File: config.mk
export PLATFORM = sky130hd
export DESIGN_NAME = multicycle_control
export DESIGN_NICKNAME = d
export VERILOG_FILES = /design/src/rtl/multicycle_control.sv
export SDC_FILE = /design/constraint.sdc
export NUM_CORES = 1
export LEC_CHECK = 0
export ABC_AREA = 0
export CORE_MARGIN = 8
export CORE_UTILIZATION = 30
export CTS_BUF_LIST = sky130_fd_sc_hd__clkbuf_4 sky130_fd_sc_hd__clkbuf_8
export DETAILED_ROUTE_END_ITERATION = 10
export GPL_TIMING_DRIVEN = 0
export PLACE_DENSITY = 0.68
export SLEW_MARGIN = 20
export SYNTH_ARGS = -nofsm -noshare
export SYNTH_HDL_FRONTEND = slang
export SYNTH_SLANG_ARGS = --single-unit
File: constraint.sdc
create_clock -name clk -period 2.55 [get_ports clk]
set_clock_uncertainty 0.1 [all_clocks]
set_input_delay 0.255 -clock clk [delete_from_list [all_inputs] [get_ports clk]]
set_output_delay 0.255 -clock clk [all_outputs]
set_load 0.05 [all_outputs]
File: src/rtl/multicycle_control.sv
`default_nettype none
// ============================================================================
//  Module      : multicycle_control
//  Description : Moore-style sequencer for a shared multicycle MIPS datapath
//                (single memory port, single ALU, IR/A/B/ALUOut/MDR). Decodes
//                opcode/funct and drives every datapath select and enable
//                state by state, with a mem_ready handshake and an optional
//                memory wait timeout.
//  Revision    : 1.0 - initial release
// ============================================================================
module multicycle_control #(
    parameter int WAIT_LIMIT = 0,
    parameter int CNT_W      = 8
) (
    input  logic       clk,
    input  logic       rst_n,
    input  logic [5:0] opcode,
    input  logic [5:0] funct,
    input  logic       mem_ready,
    output logic       pc_write,
    output logic       branch_eq,
    output logic       branch_ne,
    output logic [1:0] pc_src,
    output logic       iord,
    output logic       mem_read,
    output logic       mem_write,
    output logic       ir_write,
    output logic       reg_dst,
    output logic       mem_to_reg,
    output logic       reg_write,
    output logic       alu_src_a,
    output logic [1:0] alu_src_b,
    output logic       imm_zext,
    output logic [3:0] alu_control,
    output logic       instr_done,
    output logic       illegal_op,
    output logic       bus_error,
    output logic [3:0] state
);

    // State encoding, 0..12 in sequencing order
    localparam logic [3:0] S_FETCH   = 4'd0;
    localparam logic [3:0] S_DECODE  = 4'd1;
    localparam logic [3:0] S_MEMADR  = 4'd2;
    localparam logic [3:0] S_MEMRD   = 4'd3;
    localparam logic [3:0] S_MEMWB   = 4'd4;
    localparam logic [3:0] S_MEMWR   = 4'd5;
    localparam logic [3:0] S_EXEC_R  = 4'd6;
    localparam logic [3:0] S_RWB     = 4'd7;
    localparam logic [3:0] S_EXEC_I  = 4'd8;
    localparam logic [3:0] S_IWB     = 4'd9;
    localparam logic [3:0] S_BRANCH  = 4'd10;
    localparam logic [3:0] S_JUMP    = 4'd11;
    localparam logic [3:0] S_ILLEGAL = 4'd12;

    // Opcodes
    localparam logic [5:0] OP_RTYPE = 6'd0;
    localparam logic [5:0] OP_J     = 6'd2;
    localparam logic [5:0] OP_BEQ   = 6'd4;
    localparam logic [5:0] OP_BNE   = 6'd5;
    localparam logic [5:0] OP_ADDI  = 6'd8;
    localparam logic [5:0] OP_SLTI  = 6'd10;
    localparam logic [5:0] OP_ANDI  = 6'd12;
    localparam logic [5:0] OP_ORI   = 6'd13;
    localparam logic [5:0] OP_LW    = 6'd35;
    localparam logic [5:0] OP_SW    = 6'd43;

    // R-type function codes
    localparam logic [5:0] FN_ADD = 6'd32;
    localparam logic [5:0] FN_SUB = 6'd34;
    localparam logic [5:0] FN_AND = 6'd36;
    localparam logic [5:0] FN_OR  = 6'd37;
    localparam logic [5:0] FN_SLT = 6'd42;

    // ALU operations
    localparam logic [3:0] ALU_ADD = 4'b0010;
    localparam logic [3:0] ALU_SUB = 4'b0110;
    localparam logic [3:0] ALU_AND = 4'b0000;
    localparam logic [3:0] ALU_OR  = 4'b0001;
    localparam logic [3:0] ALU_SLT = 4'b0111;

    // The timeout fires in the WAIT_LIMIT-th consecutive wait cycle, i.e. when
    // WAIT_LIMIT-1 earlier wait cycles have already been counted.
    localparam bit              TIMEOUT_EN = (WAIT_LIMIT > 0);
    localparam logic [CNT_W-1:0] LAST_WAIT =
        TIMEOUT_EN ? CNT_W'(WAIT_LIMIT - 1) : '0;
    localparam logic [CNT_W-1:0] CNT_MAX   = '1;

    logic [3:0]       r_state;
    logic [3:0]       w_next_state;
    logic [CNT_W-1:0] r_wait_cnt;
    logic             w_mem_state;
    logic             w_timeout;
    logic             w_r_legal;
    logic [3:0]       w_r_alu;

    assign state = r_state;

    // Only these states hold the memory port and honour mem_ready
    assign w_mem_state = (r_state == S_FETCH) || (r_state == S_MEMRD) ||
                         (r_state == S_MEMWR);

    assign w_timeout = TIMEOUT_EN && w_mem_state && !mem_ready &&
                       (r_wait_cnt == LAST_WAIT);

    // Decode the R-type function field into legality and ALU operation
    always_comb begin
        w_r_legal = 1'b1;
        w_r_alu   = ALU_ADD;
        case (funct)
            FN_ADD:  w_r_alu = ALU_ADD;
            FN_SUB:  w_r_alu = ALU_SUB;
            FN_AND:  w_r_alu = ALU_AND;
            FN_OR:   w_r_alu = ALU_OR;
            FN_SLT:  w_r_alu = ALU_SLT;
            default: w_r_legal = 1'b0;
        endcase
    end

    // State register
    always_ff @(posedge clk) begin
        if (!rst_n) begin
            r_state <= S_FETCH;
        end else begin
            r_state <= w_next_state;
        end
    end

    // Wait counter: counts memory-state cycles without mem_ready, otherwise
    // clears (every state change happens on mem_ready, timeout or a
    // non-memory state, so this also clears it on state changes)
    always_ff @(posedge clk) begin
        if (!rst_n) begin
            r_wait_cnt <= '0;
        end else if (w_mem_state && !mem_ready && !w_timeout) begin
            if (r_wait_cnt != CNT_MAX) begin
                r_wait_cnt <= r_wait_cnt + 1'b1;
            end
        end else begin
            r_wait_cnt <= '0;
        end
    end

    // Next-state logic
    always_comb begin
        w_next_state = S_FETCH;
        case (r_state)
            S_FETCH:  w_next_state = mem_ready ? S_DECODE : S_FETCH;
            S_DECODE: begin
                case (opcode)
                    OP_RTYPE: w_next_state = w_r_legal ? S_EXEC_R : S_ILLEGAL;
                    OP_ADDI, OP_ANDI, OP_ORI, OP_SLTI:
                              w_next_state = S_EXEC_I;
                    OP_LW, OP_SW:
                              w_next_state = S_MEMADR;
                    OP_BEQ, OP_BNE:
                              w_next_state = S_BRANCH;
                    OP_J:     w_next_state = S_JUMP;
                    default:  w_next_state = S_ILLEGAL;
                endcase
            end
            S_MEMADR: w_next_state = (opcode == OP_SW) ? S_MEMWR : S_MEMRD;
            S_MEMRD: begin
                if (mem_ready)      w_next_state = S_MEMWB;
                else if (w_timeout) w_next_state = S_FETCH;
                else                w_next_state = S_MEMRD;
            end
            S_MEMWB:  w_next_state = S_FETCH;
            S_MEMWR:  w_next_state = (mem_ready || w_timeout) ? S_FETCH : S_MEMWR;
            S_EXEC_R: w_next_state = S_RWB;
            S_RWB:    w_next_state = S_FETCH;
            S_EXEC_I: w_next_state = S_IWB;
            S_IWB:    w_next_state = S_FETCH;
            S_BRANCH: w_next_state = S_FETCH;
            S_JUMP:   w_next_state = S_FETCH;
            S_ILLEGAL: w_next_state = S_FETCH;
            default:  w_next_state = S_FETCH;
        endcase
    end

    // Output decode per state; strobes and enables are forced low in reset
    always_comb begin
        pc_write    = 1'b0;
        branch_eq   = 1'b0;
        branch_ne   = 1'b0;
        pc_src      = 2'b00;
        iord        = 1'b0;
        mem_read    = 1'b0;
        mem_write   = 1'b0;
        ir_write    = 1'b0;
        reg_dst     = 1'b0;
        mem_to_reg  = 1'b0;
        reg_write   = 1'b0;
        alu_src_a   = 1'b0;
        alu_src_b   = 2'b00;
        imm_zext    = 1'b0;
        alu_control = ALU_ADD;
        instr_done  = 1'b0;
        illegal_op  = 1'b0;
        bus_error   = w_timeout;
        case (r_state)
            S_FETCH: begin
                mem_read  = 1'b1;
                alu_src_b = 2'b01;
                // IR and PC load only in the cycle the read completes
                ir_write  = mem_ready;
                pc_write  = mem_ready;
            end
            S_DECODE: begin
                alu_src_b = 2'b11;
            end
            S_MEMADR: begin
                alu_src_a = 1'b1;
                alu_src_b = 2'b10;
            end
            S_MEMRD: begin
                mem_read = 1'b1;
                iord     = 1'b1;
            end
            S_MEMWB: begin
                reg_write  = 1'b1;
                mem_to_reg = 1'b1;
                instr_done = 1'b1;
            end
            S_MEMWR: begin
                mem_write  = 1'b1;
                iord       = 1'b1;
                instr_done = mem_ready;
            end
            S_EXEC_R: begin
                alu_src_a   = 1'b1;
                alu_control = w_r_alu;
            end
            S_RWB: begin
                reg_write  = 1'b1;
                reg_dst    = 1'b1;
                instr_done = 1'b1;
            end
            S_EXEC_I: begin
                alu_src_a = 1'b1;
                alu_src_b = 2'b10;
                case (opcode)
                    OP_ANDI: begin
                        alu_control = ALU_AND;
                        imm_zext    = 1'b1;
                    end
                    OP_ORI: begin
                        alu_control = ALU_OR;
                        imm_zext    = 1'b1;
                    end
                    OP_SLTI: alu_control = ALU_SLT;
                    default: alu_control = ALU_ADD;
                endcase
            end
            S_IWB: begin
                reg_write  = 1'b1;
                instr_done = 1'b1;
            end
            S_BRANCH: begin
                alu_src_a   = 1'b1;
                alu_control = ALU_SUB;
                pc_src      = 2'b01;
                branch_eq   = (opcode == OP_BEQ);
                branch_ne   = (opcode == OP_BNE);
                instr_done  = 1'b1;
            end
            S_JUMP: begin
                pc_write   = 1'b1;
                pc_src     = 2'b10;
                instr_done = 1'b1;
            end
            S_ILLEGAL: begin
                illegal_op = 1'b1;
            end
            default: begin
                illegal_op = 1'b0;
            end
        endcase
        if (!rst_n) begin
            pc_write   = 1'b0;
            branch_eq  = 1'b0;
            branch_ne  = 1'b0;
            mem_read   = 1'b0;
            mem_write  = 1'b0;
            ir_write   = 1'b0;
            reg_write  = 1'b0;
            instr_done = 1'b0;
            illegal_op = 1'b0;
            bus_error  = 1'b0;
        end
    end

endmodule
`default_nettype wire

==> run metrics <==
pre-CTS WS=-0.408 ns; via count=1019; Worst Path Required=approximately 2.2 ns; DRC=0; core box area=2500 um2; Seq pwr share=0.156; dominant synthesized flop cell=dfxtp_1; PD cells=397 nW/um2; Pint=0.238 mW; Worst-path clk slew=0.04 ns; fraction of layout cells with a size suffix above 1=0.173; FFs w/ async S/R, synth=0; Largest register FFs=4; CP endpoint kind=output port; I/O pins=42; total CTS buffers=3; total wire length=2.76 mm; Switching Power=between 0.2 and 0.3 mW; Vias/cell=5.31; Initial Util=0.316; top post-synthesis cells by area=nor2_1, dfxtp_1, nand2b_1; Worst Setup Start Kind=input port; CTS tree=yes; # H-tree levels=1; Synth Instances=120; Max FO, Critical Path=5; Netlist cell types=43; final antenna-violating net count=0; clock share of power=0.157; Comb power frac=0.687; worst-path cell chain=clkdlybuf4s50_1 -> nand2b_1 -> or4_4 -> nor2_4 -> clkdlybuf4s15_1; average size of a mapped cell=6.59 um2; nets@finish=between 150 and 200; I/O Buffers=38; period utilization=0.978; clock buffer depth=2; Yosys reg bits=4; clk_lat worst skew=0.23 ns; n_diodes=0; Die X=67.3 um; Total Neg Setup Slack=0 ns; die area=between 4000 and 5000 um2; Synth area leader=nor2_1; crit path DAT=2.14 ns; Final Max Tran Viols=0; die outline height=approximately 67 um; max-cap violations=0; Yosys top cell area share=0.114; Final Critical Period=2.49 ns; vias in the first global route=1011; global-route wire length before repair=about 4.4 mm; Fillers=approximately 270; YS warnings=0; crit path max-delay cell type=or4_4; total gr overflow=0; GP Congestion=0.858; final worst slack=around 0.057 ns; Root Buffer Master=clkbuf_4; maximum VDD drop=about 0.19 mV; Iteration-0 DRC Markers=41; top post-synthesis cells by count=nor2_1, nand2b_1, nand2_1; Setup Viol. Count Final=0; top-count cell post-synth=nor2_1; Mapped Area=791 um2; RSZ-0062 raised after global routing=false; hpwl dp=2.19 mm; status=complete, no violations; slew margin rel.=0.660; Hold Path Class=in2reg; Fin. Hold Viols=0; number of synthesized flops with an enable pin=0; kind of critical path=in2out; sequential area share after synthesis=0.101; Synth-to-Final Area Change=57.6%; fin cells=approximately 190; largest stage delay on the critical path=around 0.52 ns; initial antenna violation count=0; pin count of the biggest net entering global routing=11; fmax=approximately 0.40 GHz; placed cell count=189; WL/cell=14.4 um; row count=18; GRT Overall Usage=0.117; Num Clock Sinks=4; Leak Pwr=0.538 nW; slew of the pin with the lowest slew margin=0.509 ns; Switching Fraction=0.519; first-pass iteration count of the detailed router=4
-- kinds of logic (layout without fill, tap and decap cells) --
group,after synthesis,count (layout),share of synthesized area
buf+inv,12,53,0.0791
flops,4,4,0.101
simple gates,71,71,0.494
other cells,1,2,0.00474
compound gates,30,30,0.297
xor+xnor,1,1,0.0111
mux,1,1,0.0127
-- worst max-delay path, delay by kind of cell --
| kind | cells | cell delay (ns) |
|---|---|---|
| buf+inv | 2 | 1.01 |
| simple gates | 3 | 0.87 |
-- layer usage --
metal / GRT usage / share of wire / vias to the layer above
met2: 0.211 / 0.47 / 31
met5: 0 / 0 / -
li1: - / - / 525
met1: 0.136 / 0.47 / 463
met3: 0.0232 / 0.056 / 0
met4: 0.0366 / 0 / 0
-- cell type report --
type                            instances  area (um2)  area share
Timing Repair Buffer                   38         359       0.288
Tap cell                               30        37.5      0.0301
Sequential cell                         4        80.1      0.0643
Multi-Input combinational cell        105         682       0.547
Inverter                                2        7.51     0.00602
Buffer                                 10        57.6      0.0462
Clock buffer                            3        22.5      0.0181
-- power by group through the flow --
| stage | registers, mW | clock network [mW] | logic (mW) |
|---|---|---|---|
| 6_report | 0.0773 | 0.0775 | 0.340 |
| 5_1_grt | 0.0787 | 0.0872 | 0.361 |
| 4_1_cts | 0.0776 | 0.0809 | 0.341 |
| 3_5_place_dp | 0.0782 | 0 | 0.348 |
| 3_3_place_gp | 0.0781 | 0 | 0.347 |
| 2_1_floorplan | 0.0990 | 0 | 0.215 |
-- what timing repair did --
action / CTS / global route
setup endpoints to repair: 15 / 9
buffers inserted: 0 / 0
endpoints found under the hold margin: 0 / 0
hold buffers: 0 / 0
gates resized for setup: 20 / 13
pin swaps: 0 / 0
gates cloned: 0 / 0
-- through the flow --
stage | hold slack [ns] | utilization | area, um2 | power [mW]
2_1_floorplan | 0.296 | - | 825 | 0.314
3_3_place_gp | 0.635 | 0.497 | 1240 | 0.425
3_5_place_dp | 0.643 | 0.497 | 1240 | 0.427
4_1_cts | 0.392 | 0.502 | 1250 | 0.499
5_1_grt | 0.415 | 0.498 | 1250 | 0.527
6_report | 0.388 | 0.498 | 1250 | 0.495
-- path summary, 6_finish.rpt --
path | startpoint | endpoint | slack [ns] | depth (start not counted)
setup / recovery | opcode[4] | imm_zext | 0.06 | 5
hold / removal | opcode[5] | state[3] | 0.39 | 4
setup reg to reg | state[0] | state[0] | 0.91 | 6
hold reg to reg | state[1] | state[0] | 0.64 | 3
-- layout by cell type, fill, tap and decap left out, types with 5 or more instances in the layout --
cell,instances
clkdlybuf4s50_1,20
dlygate4sd2_1,9
nand2_1,10
nand2b_1,11
nor2_1,23
o21ai_0,5
Note: power is estimated with default switching activity, not from simulation.
